[config.mk]
export PLATFORM = sky130hd
export DESIGN_NAME = pipe_hazard_ctrl
export DESIGN_NICKNAME = d
export VERILOG_FILES = /design/src/rtl/pipe_pkg.sv /design/src/rtl/hazard_detect.sv /design/src/rtl/pipe_hazard_ctrl.sv
export SDC_FILE = /design/constraint.sdc
export NUM_CORES = 1
export LEC_CHECK = 0
export BUFFER_PORTS_ARGS = -buffer_cell sky130_fd_sc_hd__buf_2
export CAP_MARGIN = 20
export CORE_UTILIZATION = 43
export CTS_BUF_LIST = sky130_fd_sc_hd__clkbuf_2 sky130_fd_sc_hd__clkbuf_4 sky130_fd_sc_hd__clkbuf_8
export DETAILED_ROUTE_END_ITERATION = 16
export PLACE_DENSITY = 0.76
export SLEW_MARGIN = 25
export SYNTH_ARGS = -nofsm -noshare
export SYNTH_HDL_FRONTEND = slang
export SYNTH_SLANG_ARGS = --single-unit
[constraint.sdc]
create_clock -name clk -period 2.5 [get_ports clk]
set_input_delay 0.25 -clock clk [delete_from_list [all_inputs] [get_ports clk]]
set_output_delay 0.25 -clock clk [all_outputs]
set_load 0.005 [all_outputs]
[src/rtl/pipe_pkg.sv]
// Shared definitions for the integer pipeline control blocks:
// FSM state encoding, register-index width and the nop used by clearing latches.
package pipe_pkg;

    localparam int REG_W = 5;

    // addi x0, x0, 0 -- what a cleared pipeline latch presents downstream
    localparam logic [31:0] NOP_INSTR = 32'h0000_0013;

    typedef enum logic [1:0] {
        ST_RUN     = 2'd0,
        ST_MD_BUSY = 2'd1,
        ST_MD_DONE = 2'd2,
        ST_ILLEGAL = 2'd3
    } state_e;

endpackage

[src/rtl/hazard_detect.sv]
// Load-use comparator: flags when an in-flight load writes a register that a
// younger instruction reads. x0 is never a hazard. Purely combinational so the
// forwarding unit can reuse it.
module hazard_detect
    import pipe_pkg::*;
#(
    parameter int NUM_SRC = 2,
    parameter int RW      = REG_W
)(
    input  logic [NUM_SRC-1:0][RW-1:0] src,
    input  logic [NUM_SRC-1:0]         src_use,
    input  logic [RW-1:0]              rd,
    input  logic                       rd_load,
    output logic                       hazard
);

    logic [NUM_SRC-1:0] hit;

    for (genvar i = 0; i < NUM_SRC; i++) begin : g_src
        assign hit[i] = src_use[i] && (src[i] == rd);
    end

    assign hazard = rd_load && (rd != '0) && (|hit);

endmodule

[src/rtl/pipe_hazard_ctrl.sv]
// Central sequencer for the F/D, D/X and X/M pipeline latches: load-use stalls,
// redirect flushes and multi-cycle mult/div occupancy of X, with a timeout that
// aborts a mult/div that never answers.
// Optional macro PIPE_PERF_CNT_EN adds saturating stall/flush/md-busy counters.
module pipe_hazard_ctrl
    import pipe_pkg::*;
#(
    parameter int MD_TIMEOUT = 64,
    parameter int TO_W       = 7,
    parameter int CNT_W      = 32
)(
    input  logic             clk,
    input  logic             reset,
    input  logic [REG_W-1:0] d_rs1,
    input  logic [REG_W-1:0] d_rs2,
    input  logic             d_use_rs1,
    input  logic             d_use_rs2,
    input  logic [REG_W-1:0] dx_rd,
    input  logic             dx_is_load,
    input  logic             dx_is_md,
    input  logic             x_redirect,
    input  logic             md_ready,
    output logic             pc_ena,
    output logic             fd_ena,
    output logic             fd_clr,
    output logic             dx_ena,
    output logic             dx_clr,
    output logic             xm_ena,
    output logic             xm_clr,
    output logic             md_start,
    output logic             md_err,
    output logic [1:0]       state_o
`ifdef PIPE_PERF_CNT_EN
    ,
    output logic [CNT_W-1:0] perf_stall,
    output logic [CNT_W-1:0] perf_flush,
    output logic [CNT_W-1:0] perf_md
`endif
);

    if (TO_W < $clog2(MD_TIMEOUT)) begin : g_bad_to_w
        $error("TO_W too narrow to hold MD_TIMEOUT");
    end
    if (CNT_W < 1) begin : g_bad_cnt_w
        $error("CNT_W must be at least 1");
    end

    localparam logic [TO_W-1:0] TO_LAST = TO_W'(MD_TIMEOUT - 1);

    state_e          state_q, state_d;
    logic [TO_W-1:0] cnt_q, cnt_d;
    logic            md_err_q;
    logic            err_set;
    logic            lu_hazard;

    hazard_detect #(.NUM_SRC(2), .RW(REG_W)) u_hazard (
        .src     ({d_rs2, d_rs1}),
        .src_use ({d_use_rs2, d_use_rs1}),
        .rd      (dx_rd),
        .rd_load (dx_is_load),
        .hazard  (lu_hazard)
    );

    // State, timeout counter and sticky error register
    always_ff @(posedge clk) begin
        if (reset) begin
            state_q  <= ST_RUN;
            cnt_q    <= '0;
            md_err_q <= 1'b0;
        end else begin
            state_q <= state_d;
            cnt_q   <= cnt_d;
            if (err_set) md_err_q <= 1'b1;
        end
    end

    // Next state plus latch enables/clears from the current state and hazards
    always_comb begin
        state_d  = state_q;
        cnt_d    = cnt_q;
        err_set  = 1'b0;
        pc_ena   = 1'b0;
        fd_ena   = 1'b0;
        fd_clr   = 1'b0;
        dx_ena   = 1'b0;
        dx_clr   = 1'b0;
        xm_ena   = 1'b0;
        xm_clr   = 1'b0;
        md_start = 1'b0;
        if (reset) begin
            fd_clr  = 1'b1;
            dx_clr  = 1'b1;
            xm_clr  = 1'b1;
            state_d = ST_RUN;
            cnt_d   = '0;
        end else begin
            case (state_q)
                ST_RUN: begin
                    if (x_redirect) begin
                        // Two wrong-path instrs in F/D and D/X become nops
                        pc_ena = 1'b1;
                        fd_ena = 1'b1;
                        dx_ena = 1'b1;
                        xm_ena = 1'b1;
                        fd_clr = 1'b1;
                        dx_clr = 1'b1;
                    end else if (dx_is_md) begin
                        // Hold F/D and D/X; the md instr stays in X
                        md_start = 1'b1;
                        xm_ena   = 1'b1;
                        xm_clr   = 1'b1;
                        state_d  = ST_MD_BUSY;
                        cnt_d    = '0;
                    end else if (lu_hazard) begin
                        // One bubble into X while the load moves on to M
                        dx_ena = 1'b1;
                        dx_clr = 1'b1;
                        xm_ena = 1'b1;
                    end else begin
                        pc_ena = 1'b1;
                        fd_ena = 1'b1;
                        dx_ena = 1'b1;
                        xm_ena = 1'b1;
                    end
                end
                ST_MD_BUSY: begin
                    xm_ena = 1'b1;
                    xm_clr = 1'b1;
                    cnt_d  = cnt_q + 1'b1;
                    if (md_ready) begin
                        state_d = ST_MD_DONE;
                    end else if (cnt_q == TO_LAST) begin
                        err_set = 1'b1;
                        dx_clr  = 1'b1;
                        state_d = ST_RUN;
                    end
                end
                ST_MD_DONE: begin
                    // Result latches into X/M; rd is forwarded from M, so no
                    // hazard check against the departing md instr
                    pc_ena  = 1'b1;
                    fd_ena  = 1'b1;
                    dx_ena  = 1'b1;
                    xm_ena  = 1'b1;
                    state_d = ST_RUN;
                end
                default: begin
                    fd_clr  = 1'b1;
                    dx_clr  = 1'b1;
                    xm_clr  = 1'b1;
                    state_d = ST_RUN;
                end
            endcase
        end
    end

    // Error shows in the timeout cycle itself, then stays until reset
    assign md_err  = !reset && (md_err_q || err_set);
    assign state_o = reset ? 2'(ST_RUN) : 2'(state_q);

`ifdef PIPE_PERF_CNT_EN
    logic stall_evt, flush_evt, md_evt;
    logic [CNT_W-1:0] perf_stall_q, perf_flush_q, perf_md_q;

    assign flush_evt = (state_q == ST_RUN) && x_redirect;
    assign stall_evt = (state_q == ST_RUN) && !x_redirect && !dx_is_md && lu_hazard;
    assign md_evt    = (state_q == ST_MD_BUSY);

    // Saturating event counters
    always_ff @(posedge clk) begin
        if (reset) begin
            perf_stall_q <= '0;
            perf_flush_q <= '0;
            perf_md_q    <= '0;
        end else begin
            if (stall_evt && !(&perf_stall_q)) perf_stall_q <= perf_stall_q + 1'b1;
            if (flush_evt && !(&perf_flush_q)) perf_flush_q <= perf_flush_q + 1'b1;
            if (md_evt && !(&perf_md_q))       perf_md_q    <= perf_md_q + 1'b1;
        end
    end

    assign perf_stall = perf_stall_q;
    assign perf_flush = perf_flush_q;
    assign perf_md    = perf_md_q;
`endif

endmodule
# ---- After elaboration in Yosys (flattened, before gate mapping)
# Cells that the tools add are included.
dict set report word_totals {
  register_bits 10
  latchBits 0
  mem_bits_rw 0
  rom_bits 0
  output_inout_bits 11
  elab_cells 65
  mem_count 0
}
dict set report classes {
  add_sub_neg 1
  n_mul 0
  div_mod_pow 0
  order_cmp 0
  n_eq_ne 8
  n_shift 0
  muxes 38
  bitwise 0
  reduce_logical 15
}
# op n
set op_table {}
lappend op_table {{1-bit 2-to-1 mux} 24}
lappend op_table {{7-bit 2-to-1 mux} 2}
lappend op_table {{7-bit one-hot mux with 2 select lines} 1}
lappend op_table {{5-bit == test} 2}
lappend op_table {{2-bit 2-to-1 mux} 5}
lappend op_table {{1-bit one-hot mux with 2 select lines} 4}
lappend op_table {{7-bit by 1-bit adder with 7-bit output, second input constant} 1}
lappend op_table {{7-bit by 6-bit == test with 1-bit output, second input constant} 1}
lappend op_table {{3-bit AND reduction} 2}
lappend op_table {{1-bit logical AND} 5}
lappend op_table {{5-bit nonzero test} 1}
lappend op_table {{2-bit inequality test, second input constant} 2}
lappend op_table {{2-bit one-hot mux with 2 select lines} 1}
lappend op_table {{2-bit OR reduction} 2}
lappend op_table {{3-bit inequality test, second input constant} 1}
lappend op_table {{1-bit one-hot mux with 3 select lines} 1}
lappend op_table {{3-bit OR reduction} 1}
lappend op_table {{2-bit by 1-bit == test with 1-bit output, second input constant} 1}
lappend op_table {{2-bit == test, second input constant} 1}
lappend op_table {{2-bit zero test} 1}
lappend op_table {{2-bit nonzero test} 1}
lappend op_table {{1-bit zero test} 1}
lappend op_table {{1-bit logical OR} 1}

# ---- Longest topological paths before layout
dict set report depth {
  depth_word 9
  depth_mapped 5
  mapped_depth_nobuf 5
}

# ---- Cells and area by module
# A second synthesis with hierarchy kept.
dict set report hier_totals {
  hier_cells 95
  hier_area_um2 780.7
}
# module n_inst cells_each area_each_um2
set by_module_without_submodules {}
lappend by_module_without_submodules {pipe_hazard_ctrl 1 78 646.9}
lappend by_module_without_submodules {hazard_detect 1 17 133.9}

# ---- Least setup slack after synthesis
# Ideal clock, no wire load.
dict set report synth_path {
  path_kind {input -> output}
  from {input port dx_rd[4]}
  to {output port pc_ena}
  arrival_time_ns 1.241
  slack_ns 1.009
  cell_stages 5
  path_cell_list {xor2_1 > nor4_1 > a32oi_1 > o31a_1 > buf_4}
}
dict set report synth_between {
  elab_chain_cells 9
}
# element line_no
set synth_lines {}
lappend synth_lines {{start: declaration} pipe_hazard_ctrl.sv:18} ;# input logic [REG_W-1:0] dx_rd,
lappend synth_lines {{5-bit == test} hazard_detect.sv:20} ;# assign hit[i] = src_use[i] && (src[i] == rd);
lappend synth_lines {{1-bit logical AND} hazard_detect.sv:20}
lappend synth_lines {{2-bit OR reduction} hazard_detect.sv:23} ;# assign hazard = rd_load && (rd != '0) && (|hit);
lappend synth_lines {{1-bit logical AND *} hazard_detect.sv:23}
lappend synth_lines {{1-bit 2-to-1 mux * (3 in series)} n/a}
lappend synth_lines {{1-bit one-hot mux with 2 select lines *} n/a}
lappend synth_lines {{1-bit 2-to-1 mux *} n/a}
lappend synth_lines {{end: declaration} pipe_hazard_ctrl.sv:23} ;# output logic pc_ena,
# Every way passes the cells marked *; elsewhere a longest branch is shown, timed or not.

# ---- Worst setup path in the final report
dict set report layout_path {
  from {register cnt_q[0]}
  to {output port dx_clr}
}
dict set report layout_between {
  elab_chain_cells 5
}
# element line_no
set layout_lines {}
lappend layout_lines {{start: declaration} pipe_hazard_ctrl.sv:51} ;# logic [TO_W-1:0] cnt_q, cnt_d;
lappend layout_lines {{start signal: assignment} pipe_hazard_ctrl.sv:72} ;# cnt_q <= cnt_d;
lappend layout_lines {{7-bit by 6-bit == test with 1-bit output} pipe_hazard_ctrl.sv:132} ;# end else if (cnt_q == TO_LAST) begin
lappend layout_lines {{1-bit 2-to-1 mux} pipe_hazard_ctrl.sv:132}
lappend layout_lines {{1-bit 2-to-1 mux} pipe_hazard_ctrl.sv:130} ;# if (md_ready) begin
lappend layout_lines {{1-bit one-hot mux with 3 select lines} pipe_hazard_ctrl.sv:97} ;# case (state_q)
lappend layout_lines {{1-bit 2-to-1 mux} pipe_hazard_ctrl.sv:90} ;# if (reset) begin
lappend layout_lines {{end: declaration} pipe_hazard_ctrl.sv:27} ;# output logic dx_clr,
# No other way between the ends.

==> flow_metrics.tcl <==
set metrics [dict create \
    status "completed" \
    post-route-min-period_ns 1.90 \
    final_util_pct 62.5 \
    route.vias.total 736 \
    root_buffer "clkbuf_4" \
    grtUsageTotal_pct 20.1 \
    synth_area_um2 671 \
    multi_input_area_um2 433 \
    area_growth_syn_to_layout_pct 28.9 \
    drc_errors 0 \
    crit_type "register to output pin" \
    final_nets 144 \
    worst_clock_skew_ns 0.00155 \
    routedWlPerCell_um 11.6 \
    antenna_found_initial 0 \
    grt_start_max_net_pins 17 \
    start_util_pct 48.5 \
    ys_ff_latch 10 \
    drt_iter0_markers 17 \
    grt_pass1_vias 709 \
    cts_sinks 10 \
    cts_buffer_depth 2 \
    pin_count 34 \
    via_per_inst 5.49 \
    crit_buf_inv 1 \
    slew_violations 0 \
    cp.required_ns 2.25 \
    crit_family "simple AND/OR/NAND/NOR gates" \
    wl_um 1550 \
    cp-end-kind "output pin" \
    cts_tree "done" \
    final_common_cell "buf_2" \
    tns_ns 0 \
    cts_setup_buffers 0 \
    yosysSeqAreaShare_pct 29.9 \
    cp_slowest_stage_delay_ns 0.38 \
    htreeDepth 1 \
    synthCells 86 \
    synth_warnings 0 \
    rows 13 \
    holdCritPathClass "input pin to register" \
    port_buffers 33 \
    dp_hpwl_um 1280 \
    gp_congestion 0.754 \
    yosys.cell_types.count 31 \
    synthesis.nets 110 \
    final_cell_mix "buf_2 (33), nor2_1 (15), dfxtp_1 (10), a21oi_1 (9), xor2_1 (8)" \
    tightest_slew_ns 0.388 \
    crit_fanout 5 \
    die_y_um 41.5 \
    peakVddDrop_v 0.000260 \
    clk_latency_ns 0.26 \
    post_synth.cell_area_avg_um2 7.80 \
    nFillCells 134 \
    rrSetupSlack_ns 1.03 \
    synthArstFlopShare_pct 0 \
    cts_resized 0 \
    start_kind "register" \
    cap_violations 0 \
    drive_gt1_share_pct 32.8 \
    crit_arrival_ns 1.65 \
    path_cells "ha_1, nand3_1, nor3_1, a21oi_1, o21ai_0, buf_2" \
    ctsHoldBuffers 0 \
    fin_ws_ns 0.603 \
    p_total_mw 0.390 \
    cts_inserted_buffers 3 \
    regArea_um2 200 \
    crit_slowest_cell "dfxtp_1" \
    coreArea_mm2 0.00138 \
    final-hold-violation-count 0 \
    synth-edff-count 0 \
    dieWidth_um 41.5 \
    dr.pass1.iters 4 \
    grt_pass1_wl_um 2750 \
    diodes 0 \
    synth-main-ff-cell "dfxtp_1" \
    die_area_mm2 0.00172 \
    fmax_ghz 0.527 \
    setup_viol 0 \
    gr-total-overflow 0 \
    slew_headroom_pct 73.8 \
    detail-route-antenna-nets 0 \
    power_leakage_nw 0.388 \
    clk_pin_slew_ns 0.07 \
    power_density_mw_per_mm2 451 \
    period_share_pct 75.9 \
    dp_worst_setup_slack_ns 0.806 \
    rsz0062_at_grt "false" \
]
Yosys cell counts, drive strengths merged (2+ instances only):
| cell type | n | area (um^2) |
|---|---|---|
| nor2 | 15 | 56.3 |
| a21oi | 10 | 53.8 |
| a211oi | 2 | 15.0 |
| nand2 | 2 | 7.51 |
| o21ai | 4 | 20.0 |
| nor4 | 2 | 12.5 |
| buf | 2 | 18.8 |
| dfxtp | 10 | 200 |
| o311ai | 2 | 17.5 |
| a21o | 2 | 15.0 |
| xor2 | 8 | 70.1 |
| inv | 3 | 11.3 |
| nand3 | 2 | 10.0 |
| or4 | 4 | 33.8 |
| nand2b | 3 | 18.8 |
| clkbuf | 2 | 7.51 |
| xnor2 | 2 | 17.5 |
layer usage:
metal	routed length, um	global-route usage [%]
met4	19	5.16
met5	0	0
met1	672	23.3
met3	79	5.65
met2	780	35.9
sequential cells by signal (all words and copies together) (netlist names):
| register | cells |
|---|---|
| md_err_q | 1 |
| cnt_q | 7 |
| state_q | 2 |
path summary, 6_finish.rpt:
kind,start,end,cells past startpoint
worst min register to register,md_err_q$_SDFFE_PP0P_,md_err_q$_SDFFE_PP0P_,2
worst max-delay path,cnt_q[0]$_SDFFE_PP0P_,dx_clr,6
worst min-delay path,md_ready,state_q[1]$_SDFFE_PP0P_,2
worst max register to register,state_q[1]$_SDFFE_PP0P_,cnt_q[5]$_SDFFE_PP0P_,3
layout make-up:
class	count	share of cell area, %
multi-input cells	69	50.1
clock buffers	4	4.20
inverters	3	1.30
well taps	15	2.17
flip-flops and latches	10	23.2
repair buffers	33	19.1
report_power, final:
part / total (mW) / internal, mW / switching [mW]
Sequential: 0.165 / 0.162 / 0.00332
Clock: 0.148 / 0.0884 / 0.0592
Combinational: 0.0774 / 0.0374 / 0.0400
Total: 0.390 / 0.287 / 0.103
logic make-up after synthesis:
family	count (synthesis)	share of synthesized area [%]
and+or+nand+nor	34	26.7
AOI/OAI and AO/OA	24	22.9
adders and majority gates	1	1.87
buffers and inverters	7	5.60
DFF	10	29.9
xor gates and xnor gates	10	13.1
per-stage QoR:
stage | instance area (um^2) | std cells | hold slack [ns]
after CTS | 865 | 134 | 0.262
after floorplan | 671 | 86 | 0.323
after global placement | 828 | 130 | 0.438
final | 865 | 134 | 0.267
after global routing | 865 | 134 | 0.266
after detailed placement | 828 | 130 | 0.459
No activity file was read; power rests on OpenSTA's default activity.
